`src/rtl/alu_cmd_sequencer.sv`:
```
// Command front end for the 8-bit combinational ALU: valid/ready command in,
// register-file operand fetch, ALU drive, result capture/writeback, response out.
module alu_cmd_sequencer #(
   parameter int REG_ADDR_W  = 2,
   parameter bit CLAMP_SHIFT = 1'b1
) (
   input  logic                  clk,
   input  logic                  rst_n,
   input  logic                  i_cmd_valid,
   output logic                  o_cmd_ready,
   input  logic [3:0]            i_cmd_op,
   input  logic [REG_ADDR_W-1:0] i_cmd_rd,
   input  logic [REG_ADDR_W-1:0] i_cmd_rs1,
   input  logic [REG_ADDR_W-1:0] i_cmd_rs2,
   input  logic                  i_cmd_use_imm,
   input  logic [7:0]            i_cmd_imm,
   output logic [7:0]            o_alu_a,
   output logic [7:0]            o_alu_b,
   output logic [3:0]            o_alu_instr,
   input  logic [7:0]            i_alu_f,
   output logic                  o_rsp_valid,
   input  logic                  i_rsp_ready,
   output logic [7:0]            o_rsp_data,
   output logic [REG_ADDR_W-1:0] o_rsp_rd,
   output logic                  o_rsp_zero,
   output logic                  o_rsp_err,
   output logic [1:0]            o_dbg_state
);

   // Handshakes: a transfer happens on a rising edge where valid and ready
   // are both 1; valid may drop without penalty while ready is 0.
   localparam int         NREG    = 1 << REG_ADDR_W;
   localparam logic [3:0] OP_LOAD = 4'hF;

   typedef enum logic [1:0] {
      S_IDLE = 2'd0,
      S_EXEC = 2'd1,
      S_RESP = 2'd2
   } state_t;

   state_t                  r_state;
   state_t                  w_next_state;
   logic                    r_cmd_ready;
   logic [3:0]              r_op;
   logic [REG_ADDR_W-1:0]   r_rd;
   logic [7:0]              r_imm;
   logic [7:0]              r_alu_a;
   logic [7:0]              r_alu_b;
   logic [3:0]              r_alu_instr;
   logic [7:0]              r_rsp_data;
   logic [REG_ADDR_W-1:0]   r_rsp_rd;
   logic                    r_rsp_zero;
   logic                    r_rsp_err;
   logic [7:0]              r_regs [NREG];

   logic                    w_accept;
   logic                    w_rsp_done;
   logic                    w_is_shift;
   logic                    w_op_load;
   logic                    w_op_illegal;
   logic [7:0]              w_b_sel;
   logic [7:0]              w_b_fwd;
   logic [7:0]              w_result;

   assign w_accept   = (r_state == S_IDLE) && r_cmd_ready && i_cmd_valid;
   assign w_rsp_done = (r_state == S_RESP) && i_rsp_ready;

   // ---------------- FSM: state register ----------------
   always_ff @(posedge clk) begin
      if (!rst_n) begin
         r_state <= S_IDLE;
      end else begin
         r_state <= w_next_state;
      end
   end

   // ---------------- FSM: next-state logic ----------------
   always_comb begin
      w_next_state = r_state;
      case (r_state)
         S_IDLE:  if (w_accept)   w_next_state = S_EXEC;
         S_EXEC:                  w_next_state = S_RESP;
         S_RESP:  if (w_rsp_done) w_next_state = S_IDLE;
         default:                 w_next_state = S_IDLE;
      endcase
   end

   // ---------------- FSM: outputs ----------------
   always_comb begin
      o_cmd_ready = r_cmd_ready;
      o_rsp_valid = (r_state == S_RESP);
      o_dbg_state = r_state;
   end

   // Operand B selection; shift/rotate opcodes 0010-0101 see only B[2:0].
   assign w_b_sel    = i_cmd_use_imm ? i_cmd_imm : r_regs[i_cmd_rs2];
   assign w_is_shift = (i_cmd_op >= 4'h2) && (i_cmd_op <= 4'h5);
   assign w_b_fwd    = (CLAMP_SHIFT && w_is_shift) ? {5'b0, w_b_sel[2:0]} : w_b_sel;

   assign w_op_load    = (r_op == OP_LOAD);
   assign w_op_illegal = (r_op >= 4'hA) && (r_op <= 4'hE);

   always_comb begin
      w_result = i_alu_f;
      if (w_op_load) begin
         w_result = r_imm;
      end else if (w_op_illegal) begin
         w_result = 8'h00;
      end
   end

   // Ready is registered so it stays low for the cycle after a reset edge.
   always_ff @(posedge clk) begin
      if (!rst_n) begin
         r_cmd_ready <= 1'b0;
      end else begin
         r_cmd_ready <= (w_next_state == S_IDLE);
      end
   end

   // Command capture and ALU drive.
   always_ff @(posedge clk) begin
      if (!rst_n) begin
         r_op        <= 4'h0;
         r_rd        <= '0;
         r_imm       <= 8'h00;
         r_alu_a     <= 8'h00;
         r_alu_b     <= 8'h00;
         r_alu_instr <= 4'h0;
      end else if (w_accept) begin
         r_op        <= i_cmd_op;
         r_rd        <= i_cmd_rd;
         r_imm       <= i_cmd_imm;
         r_alu_a     <= r_regs[i_cmd_rs1];
         r_alu_b     <= w_b_fwd;
         r_alu_instr <= (i_cmd_op == OP_LOAD) ? 4'h0 : i_cmd_op;
      end
   end

   // Result capture; reset has priority so an abandoned EXEC never writes back.
   always_ff @(posedge clk) begin
      if (!rst_n) begin
         r_rsp_data <= 8'h00;
         r_rsp_rd   <= '0;
         r_rsp_zero <= 1'b0;
         r_rsp_err  <= 1'b0;
      end else if (r_state == S_EXEC) begin
         r_rsp_data <= w_result;
         r_rsp_rd   <= r_rd;
         r_rsp_zero <= (w_result == 8'h00);
         r_rsp_err  <= w_op_illegal;
      end
   end

   always_ff @(posedge clk) begin
      if (!rst_n) begin
         for (int i = 0; i < NREG; i++) begin
            r_regs[i] <= 8'h00;
         end
      end else if ((r_state == S_EXEC) && !w_op_illegal) begin
         r_regs[r_rd] <= w_result;
      end
   end

   assign o_alu_a     = r_alu_a;
   assign o_alu_b     = r_alu_b;
   assign o_alu_instr = r_alu_instr;
   assign o_rsp_data  = r_rsp_data;
   assign o_rsp_rd    = r_rsp_rd;
   assign o_rsp_zero  = r_rsp_zero;
   assign o_rsp_err   = r_rsp_err;

endmodule

```
`config.mk`:
```
export PLATFORM = sky130hd
export DESIGN_NAME = alu_cmd_sequencer
export DESIGN_NICKNAME = d
export VERILOG_FILES = /design/src/rtl/alu_cmd_sequencer.sv
export SDC_FILE = /design/constraint.sdc
export NUM_CORES = 1
export LEC_CHECK = 0
export CORE_MARGIN = 1.5
export CORE_UTILIZATION = 46
export CTS_CLUSTER_DIAMETER = 30
export CTS_CLUSTER_SIZE = 16
export DETAILED_ROUTE_END_ITERATION = 6
export PLACE_DENSITY = 0.84
export SYNTH_ARGS = -nofsm -noshare
export SYNTH_HDL_FRONTEND = slang
export SYNTH_SLANG_ARGS = --single-unit
export TNS_END_PERCENT = 10
```
`constraint.sdc`:
```
create_clock -name clk -period 1.7 [get_ports clk]
set_input_delay 0.17 -clock clk [delete_from_list [all_inputs] [get_ports clk]]
set_output_delay 0.17 -clock clk [all_outputs]
set_load 0.02 [all_outputs]
```
Yosys cells after proc, flatten, opt, wreduce, memory -nomap -nowiden. Memories as Yosys holds them, arrays and structs flattened. A register that Yosys moved wholly into a read port is not among the register bits. Index checks and enable logic that the tools add are counted.

Register bits: 41. Latch bits: 0. Bits in writable memories: 32. Memory bits (read-only): 0. Logic and storage cells: 47. Memories: 1.

Add/sub/neg operators: 0. Multiply operators: 0. Divide/modulo/power cells: 0. Magnitude comparators: 4. Eq/ne operators: 4. Shift operators: 0. Muxes and demuxes: 15. Bitwise gates (word level): 0. Reductions and logical operators: 12.

Memories: r_regs (depth 4, width 8, rd ports 2, clocked after memory_dff 1, wr ports 4, line 54) `logic [7:0] r_regs [NREG];`.

Operator list (number): $mux 8 (5); $eq 4x4->1 const B (2); $logic_not 8->1 (1); $reduce_or 8->1 (1); $logic_and 1x1->1 (6); $mux 2 (3); $pmux 2 s3 (1); $mux 1 (5); $ge 4x2->1 const B (1); $ge 4x4->1 const B (1); $le 4x3->1 const B (1); $le 4x4->1 const B (1); $logic_not 2->1 (2); $mux 4 (1); $eq 2x1->1 const B (1); $eq 2x2->1 const B (1); $logic_not 1->1 (2).

Longest topological paths before layout. Gate-level depths: netlist of run 1.

Depth after elaboration: 9. Mapped depth: 6.

Worst setup path after synthesis of run 1. OpenSTA, ideal clock, no wires.

Kind: register to register. From: register r_state[0], in the netlist o_dbg_state[0]. To: memory r_regs[2][0] (enable). Setup time: 0.329 ns. Data arrival time: 1.601 ns. Data required time: 1.371 ns. Path slack: -0.230 ns. Stages on the path, launching flop included: 7. Path through: dfxtp_1 > and2b_2 > o211ai_2 > buf_6 > or3b_1 > buf_6 > nand2_1.

RTL lines: start, declared (line 41) `state_t r_state;`; start signal, assigned (line 73) `r_state <= w_next_state;`; end, declared (line 54).

==> results of run 1 <==
cells in the mapped netlist, types with 2 or more instances:
cell type	instances
mux4_2	16
nand3_1	2
a22o_1	25
nand2b_1	2
a22oi_1	8
o41ai_1	2
nand2_1	25
o21ai_0	12
nor2_1	25
clkbuf_1	6
o21ai_1	2
a21boi_0	2
buf_2	12
edfxtp_1	32
nand4_1	2
nor2_2	8
buf_6	2
or3b_1	2
dfxtp_1	49
inv_1	3
o211a_1	9
mux2i_1	8
layout make-up:
cell class	count	area, µm²	area share (%)
repair buffers	93	903	19.8
well taps	96	120	2.64
flip-flops and latches	81	1950	42.8
multi-input cells	161	1330	29.3
clock buffers	14	228	5.00
inverters	3	11.3	0.247
clock inverters	2	10.0	0.220
per-stage QoR:
| step | util [%] | power, W | instance area [µm²] |
|---|---|---|---|
| finish | 65.5 | 0.00426 | 4550 |
| detailed placement | 61.9 | 0.00274 | 4300 |
| global placement | 61.9 | 0.00272 | 4300 |
| floorplan | - | 0.00246 | 3380 |
| CTS | 65.3 | 0.00428 | 4540 |
| global route | 65.5 | 0.00440 | 4550 |
registers in the layout (all words and copies together) (netlist names):
register and cells:
o_dbg_state 2, o_rsp_data 8, o_cmd_ready 1, r_imm 8
o_alu_a 8, o_rsp_rd 2, r_op 4, o_alu_b 8
o_rsp_zero 1, r_rd 2, o_alu_instr 4, o_rsp_err 1
r_regs 32
worst max path at each step:
stage | startpoint | end | slack, ps
after detailed placement | rst_n | r_regs[1][1]$_SDFFCE_PN0P_ | -50
after CTS | r_op[1]$_SDFFE_PN0P_ | r_regs[1][4]$_SDFFCE_PN0P_ | 10
final | r_op[2]$_SDFFE_PN0P_ | r_regs[1][4]$_SDFFCE_PN0P_ | 60
after floorplan | o_dbg_state[1]$_SDFF_PN0_ | r_regs[0][0]$_SDFFCE_PN0P_ | -20
after global placement | rst_n | r_regs[1][4]$_SDFFCE_PN0P_ | -20
after global routing | r_op[0]$_SDFFE_PN0P_ | r_regs[1][1]$_SDFFCE_PN0P_ | 4
logic make-up after synthesis:
logic type,count (synthesis)
AOI/OAI and AO/OA,63
xor gates and xnor gates,1
buffers and inverters,24
DFF,81
muxes,24
and+or+nand+nor,73
power groups by stage:
| stage | sequential [W] | clock [W] | combinational [W] |
|---|---|---|---|
| floorplan | 0.00223 | 0 | 0.000232 |
| global placement | 0.00220 | 0 | 0.000526 |
| detailed placement | 0.00220 | 0 | 0.000535 |
| CTS | 0.00216 | 0.00157 | 0.000540 |
| global route | 0.00217 | 0.00165 | 0.000572 |
| finish | 0.00217 | 0.00156 | 0.000540 |
worst max-delay path: stages (launching register included):
cell,delay (ps)
dfxtp_2,370
and3_1,230
o211ai_2,120
or3b_1,470
nand2_4,160
routing by layer:
metal / vias to the layer above / GRT usage [%] / routed length, µm
met4: 0 / 8.95 / 122
met1: 1228 / 27.2 / 3440
met3: 11 / 4.10 / 523
met2: 126 / 36.9 / 4150
met5: - / 0 / 0
li1: 1166 / - / -
==> flow_metrics.env, run 1 <==
export IMPL_status="finished, final reports clean"
export IMPL_grt_total_usage_pct=21.6
export IMPL_clock_sinks=81
export IMPL_relSlewSlack_pct=66.1
export IMPL_hold_viol=0
export IMPL_grt_max_degree=36
export IMPL_min_to="r_rd[0]$_SDFFE_PN0P_"
export IMPL_postRouteAntennaNets=0
export IMPL_via_count=2531
export IMPL_grt_first_pass_wirelength_mm=12.4
export IMPL_worstPathArrival_ps=1700
export IMPL_end_kind="register"
export IMPL_slew_viol_final=0
export IMPL_worstSetupPathType="register to register"
export IMPL_post_cts_resized=0
export IMPL_place_congestion=0.826
export IMPL_ir_drop_uv=456
export IMPL_yosysWarnings=0
export IMPL_hold_worst_slack_ps=434
export IMPL_hp_class="input pin to register"
export IMPL_fillers=499
export IMPL_setup_violations_final=0
export IMPL_fp_dieH_um=88.5
export IMPL_dr_pass1_iters=5
export IMPL_cts_max_path_buffers=2
export IMPL_insertion_delay_ps=340
export IMPL_synth_top_flop_cell="dfxtp_1"
export IMPL_cts_tree="yes"
export IMPL_diodes=0
export IMPL_fin_nets=380
export IMPL_tns_ps=0
export IMPL_initial_utilization_pct=48.4
export IMPL_mostFrequentLayoutCells="65 x clkdlybuf4s50_1, 45 x dfxtp_1, 32 x edfxtp_1"
export IMPL_synth_seq_cells=81
export IMPL_timing_rr_end="r_regs[1][4]$_SDFFCE_PN0P_"
export IMPL_synth_mux_area_share_pct=13.1
export IMPL_drv_cap=0
export IMPL_cp_max_fo=8
export IMPL_synth_top_area_share_pct=29.2
export IMPL_syn_area_per_cell_um2=12.6
export IMPL_clkTransAtPathRegs_ps=80
export IMPL_die_w_um=88.5
export IMPL_rrSetupSlack_ps=60
export IMPL_post_synth_fa_ha_maj_area_fraction_pct=0
export IMPL_grt_antenna_before_repair=0
export IMPL_drive_gt1_share_pct=22.3
export IMPL_layout_commonest_cell="clkdlybuf4s50_1"
export IMPL_ctsHoldBuffers=0
export IMPL_pwr_share_seq_pct=50.8
export IMPL_pin_count=67
export IMPL_r2r_cells=4
export IMPL_fin_crit_sh_pct=96.6
export IMPL_vias_per_cell=5.62
export IMPL_tightestPinTransition_ps=504
export IMPL_power_density_nw_per_um2=936
export IMPL_h_tree_depth=3
export IMPL_synthSimpleGateAreaFrac_pct=10.3
export IMPL_numCtsBuffers=9
export IMPL_grt_pass1_vias=2483
export IMPL_synth_compound_area_share_pct=15.0
export IMPL_p_int_w=0.00328
export IMPL_wl_mm=8.24
export IMPL_first_iter_violations=174
export IMPL_comb_power_share_pct=12.7
export IMPL_yosysTopAreaCell="dfxtp_1"
export IMPL_gr_total_overflow=0
export IMPL_post_route_min_period_ps=1640
export IMPL_io_buffer_count=66
export IMPL_async_flop_share_pct=0
export IMPL_dieArea_um2=7830
export IMPL_cts_setup_buffers=0
export IMPL_drc=0
export IMPL_power_frac_clock_pct=36.5
export IMPL_wl_per_cell_um=18.3
export IMPL_cts_root_buf="clkbuf_8"
export IMPL_crit_path_start_kind="register"
export IMPL_worstReg2RegStart="r_op[2]$_SDFFE_PN0P_"
export IMPL_hold_start="i_cmd_rd[0]"
export IMPL_synth_net_count=297
export IMPL_p_sw_w=0.000985
export IMPL_synth_edff_count=32
export IMPL_fin_ws_ps=57.6
export IMPL_area_delta_synth_final_pct=35.5
export IMPL_synth_top_family_by_area="compound AO/OA/AOI/OAI gates"
export IMPL_dpl_cell_count=434
export IMPL_synth_area_top_cells="dfxtp_1 29%, edfxtp_1 29%, mux4_2 11%"
export IMPL_instances_no_fill=450
export IMPL_synth_cells=266
export IMPL_dp_hpwl_mm=5.86
export IMPL_p_leak_nw=1.82
export IMPL_fmax_ghz=0.609
export IMPL_std_cell_rows=30
export IMPL_synth_xor_area_share_pct=0.261
export IMPL_worst_ep_required_time_ps=1750
export IMPL_power_share_switching_pct=23.1
export IMPL_rsz0062_at_grt="no"
export IMPL_fin_skew_ps=6.91
export IMPL_seq_area_frac_synth_pct=57.8
export IMPL_yosysUniqueCellTypes=34
export IMPL_synth_cell_area_um2=3360
export IMPL_dp_slack_ps=-54.2
export IMPL_coreArea_um2=6940
export IMPL_worstHoldPathCells=2
No activity file was read; power rests on OpenSTA's default activity.
==> run 2: changes to the inputs <==
--- a/config.mk
+++ b/config.mk
@@ -6,11 +6,12 @@
 export NUM_CORES = 1
 export LEC_CHECK = 0
 export CORE_MARGIN = 1.5
-export CORE_UTILIZATION = 46
+export CORE_UTILIZATION = 55
 export CTS_CLUSTER_DIAMETER = 30
 export CTS_CLUSTER_SIZE = 16
 export DETAILED_ROUTE_END_ITERATION = 6
-export PLACE_DENSITY = 0.84
+export PLACE_DENSITY = 0.93
+export SLEW_MARGIN = 10
 export SYNTH_ARGS = -nofsm -noshare
 export SYNTH_HDL_FRONTEND = slang
 export SYNTH_SLANG_ARGS = --single-unit
==> constraint.sdc (replaced) <==
create_clock -name clk -period 1.9 [get_ports clk]
set_input_delay 0.19 -clock clk [delete_from_list [all_inputs] [get_ports clk]]
set_output_delay 0.19 -clock clk [all_outputs]
set_load 0.02 [all_outputs]
==> flow_metrics.env, run 2 (same netlist as run 1, synthesis figures left out) <==
export IMPL_dpl_cell_count=406
export IMPL_drv_cap=0
export IMPL_cts_root_buf="clkbuf_8"
export IMPL_worst_ep_required_time_ps=1910
export IMPL_drive_gt1_share_pct=18.7
export IMPL_cts_tree="yes"
export IMPL_wl_per_cell_um=20.3
export IMPL_cts_max_path_buffers=2
export IMPL_dp_hpwl_mm=6.21
export IMPL_grt_max_degree=34
export IMPL_grt_pass1_vias=2539
export IMPL_dp_slack_ps=49.1
export IMPL_largest_register_ff_count=32
export IMPL_grt_antenna_before_repair=0
export IMPL_place_congestion=0.847
export IMPL_worstPathArrival_ps=1830
export IMPL_status="finished, final reports clean"
export IMPL_min_to="o_alu_b[6]$_SDFFE_PN0P_"
export IMPL_cp_max_fo=8
export IMPL_crit_path_start_kind="register"
export IMPL_hp_class="register to register"
export IMPL_instances_no_fill=422
export IMPL_ir_drop_uv=621
export IMPL_vias_per_cell=6.24
export IMPL_power_density_nw_per_um2=863
export IMPL_end_kind="register"
export IMPL_cts_setup_buffers=0
export IMPL_area_delta_synth_final_pct=31.9
export IMPL_std_cell_rows=28
export IMPL_power_frac_clock_pct=36.8
export IMPL_layout_commonest_cell="clkdlybuf4s50_1"
export IMPL_pwr_share_seq_pct=50.8
export IMPL_dieArea_um2=6590
export IMPL_fp_dieH_um=81.2
export IMPL_grt_total_usage_pct=27.4
export IMPL_comb_power_share_pct=12.4
export IMPL_worstHoldPathCells=2
export IMPL_insertion_delay_ps=340
export IMPL_pin_count=67
export IMPL_clkTransAtPathRegs_ps=90
export IMPL_rsz0062_at_grt="no"
export IMPL_diodes=0
export IMPL_setup_violations_final=0
export IMPL_initial_utilization_pct=56.7
export IMPL_fin_skew_ps=11.8
export IMPL_p_leak_nw=1.76
export IMPL_hold_start="o_alu_b[6]$_SDFFE_PN0P_"
export IMPL_post_route_min_period_ps=1820
export IMPL_fin_nets=373
export IMPL_power_share_switching_pct=24.0
export IMPL_gr_total_overflow=0
export IMPL_h_tree_depth=3
export IMPL_hold_worst_slack_ps=455
export IMPL_tns_ps=0
export IMPL_worstSetupPathType="register to register"
export IMPL_slew_viol_final=0
export IMPL_finalPower_w=0.00382
export IMPL_numCtsBuffers=9
export IMPL_relSlewSlack_pct=59.0
export IMPL_dr_pass1_iters=5
export IMPL_mostFrequentLayoutCells="66 x clkdlybuf4s50_1, 49 x dfxtp_1, 32 x edfxtp_1"
export IMPL_rrSetupSlack_ps=80
export IMPL_p_sw_w=0.000916
export IMPL_wl_mm=8.58
export IMPL_postRouteAntennaNets=0
export IMPL_coreArea_um2=5920
export IMPL_worstReg2RegStart="r_op[2]$_SDFFE_PN0P_"
export IMPL_tightestPinTransition_ps=615
export IMPL_clock_sinks=81
export IMPL_timing_rr_end="r_regs[0][4]$_SDFFCE_PN0P_"
export IMPL_first_iter_violations=213
export IMPL_drc=0
export IMPL_die_w_um=81.2
export IMPL_grt_first_pass_wirelength_mm=12.9
export IMPL_p_int_w=0.00291
export IMPL_top_register="r_regs"
export IMPL_fin_ws_ps=84.4
export IMPL_hold_viol=0
export IMPL_r2r_cells=4
export IMPL_io_buffer_count=66
export IMPL_via_count=2632
export IMPL_fmax_ghz=0.551
export IMPL_fin_crit_sh_pct=95.6
run 2: cell count changes in the layout (fill, tap and decap cells not counted), moves of 2 or more:
cell       previous run  this run
buf_4                24        17
clkbuf_16             4         2
clkinv_2              2         0
dfxtp_1              45        49
dfxtp_2               4         0
inv_6                 0         2
run 2: final cells by class:
| class | instances | area (µm²) |
|---|---|---|
| Clock buffer | 12 | 178 |
| Multi-Input combinational cell | 161 | 1310 |
| Clock inverter | 4 | 53.8 |
| Sequential cell | 81 | 1940 |
| Timing Repair Buffer | 86 | 848 |
| Inverter | 3 | 11.3 |
| Fill cell | 361 | 1490 |
| Tap cell | 75 | 93.8 |
run 2: per-stage QoR:
stage          util (%)  instance area, µm²
2_1_floorplan         -                3360
3_3_place_gp       70.9                4200
3_5_place_dp       70.9                4200
4_1_cts            74.8                4430
5_1_grt            74.9                4430
6_report           74.9                4430
run 2: routing by layer:
metal	share of wire [%]	global-route usage, %
met5	0	0
met2	51	44.8
met4	4.0	17.8
met3	7.9	6.18
met1	37	32.6
run 2: what timing repair did:
item,CTS,global route
hold buffers,0,0
endpoints found under the setup margin,0,8
hold endpoints to repair,0,0
gates resized for setup,0,1
run 2: how the worst max path moves through the flow:
stage | from | to
2_1_floorplan | o_dbg_state[0]$_SDFF_PN0_ | r_regs[0][0]$_SDFFCE_PN0P_
3_3_place_gp | rst_n | r_regs[1][5]$_SDFFCE_PN0P_
3_5_place_dp | rst_n | r_regs[1][6]$_SDFFCE_PN0P_
4_1_cts | r_op[2]$_SDFFE_PN0P_ | r_regs[1][6]$_SDFFCE_PN0P_
5_1_grt | r_op[2]$_SDFFE_PN0P_ | r_regs[0][4]$_SDFFCE_PN0P_
6_report | r_op[2]$_SDFFE_PN0P_ | r_regs[0][4]$_SDFFCE_PN0P_
run 2: worst max-delay path: stages (launching register included):
cell and delay (ps):
dfxtp_1 410, and3_1 280, o211ai_2 140, or3_1 350, nand2_1 300
run 2: power groups by stage:
stage	logic (W)	clock network, W	registers, W
6_report	0.000474	0.00141	0.00194
5_1_grt	0.000503	0.00148	0.00195
4_1_cts	0.000473	0.00142	0.00194
3_5_place_dp	0.000468	0	0.00198
3_3_place_gp	0.000453	0	0.00197
2_1_floorplan	0.000204	0	0.00200
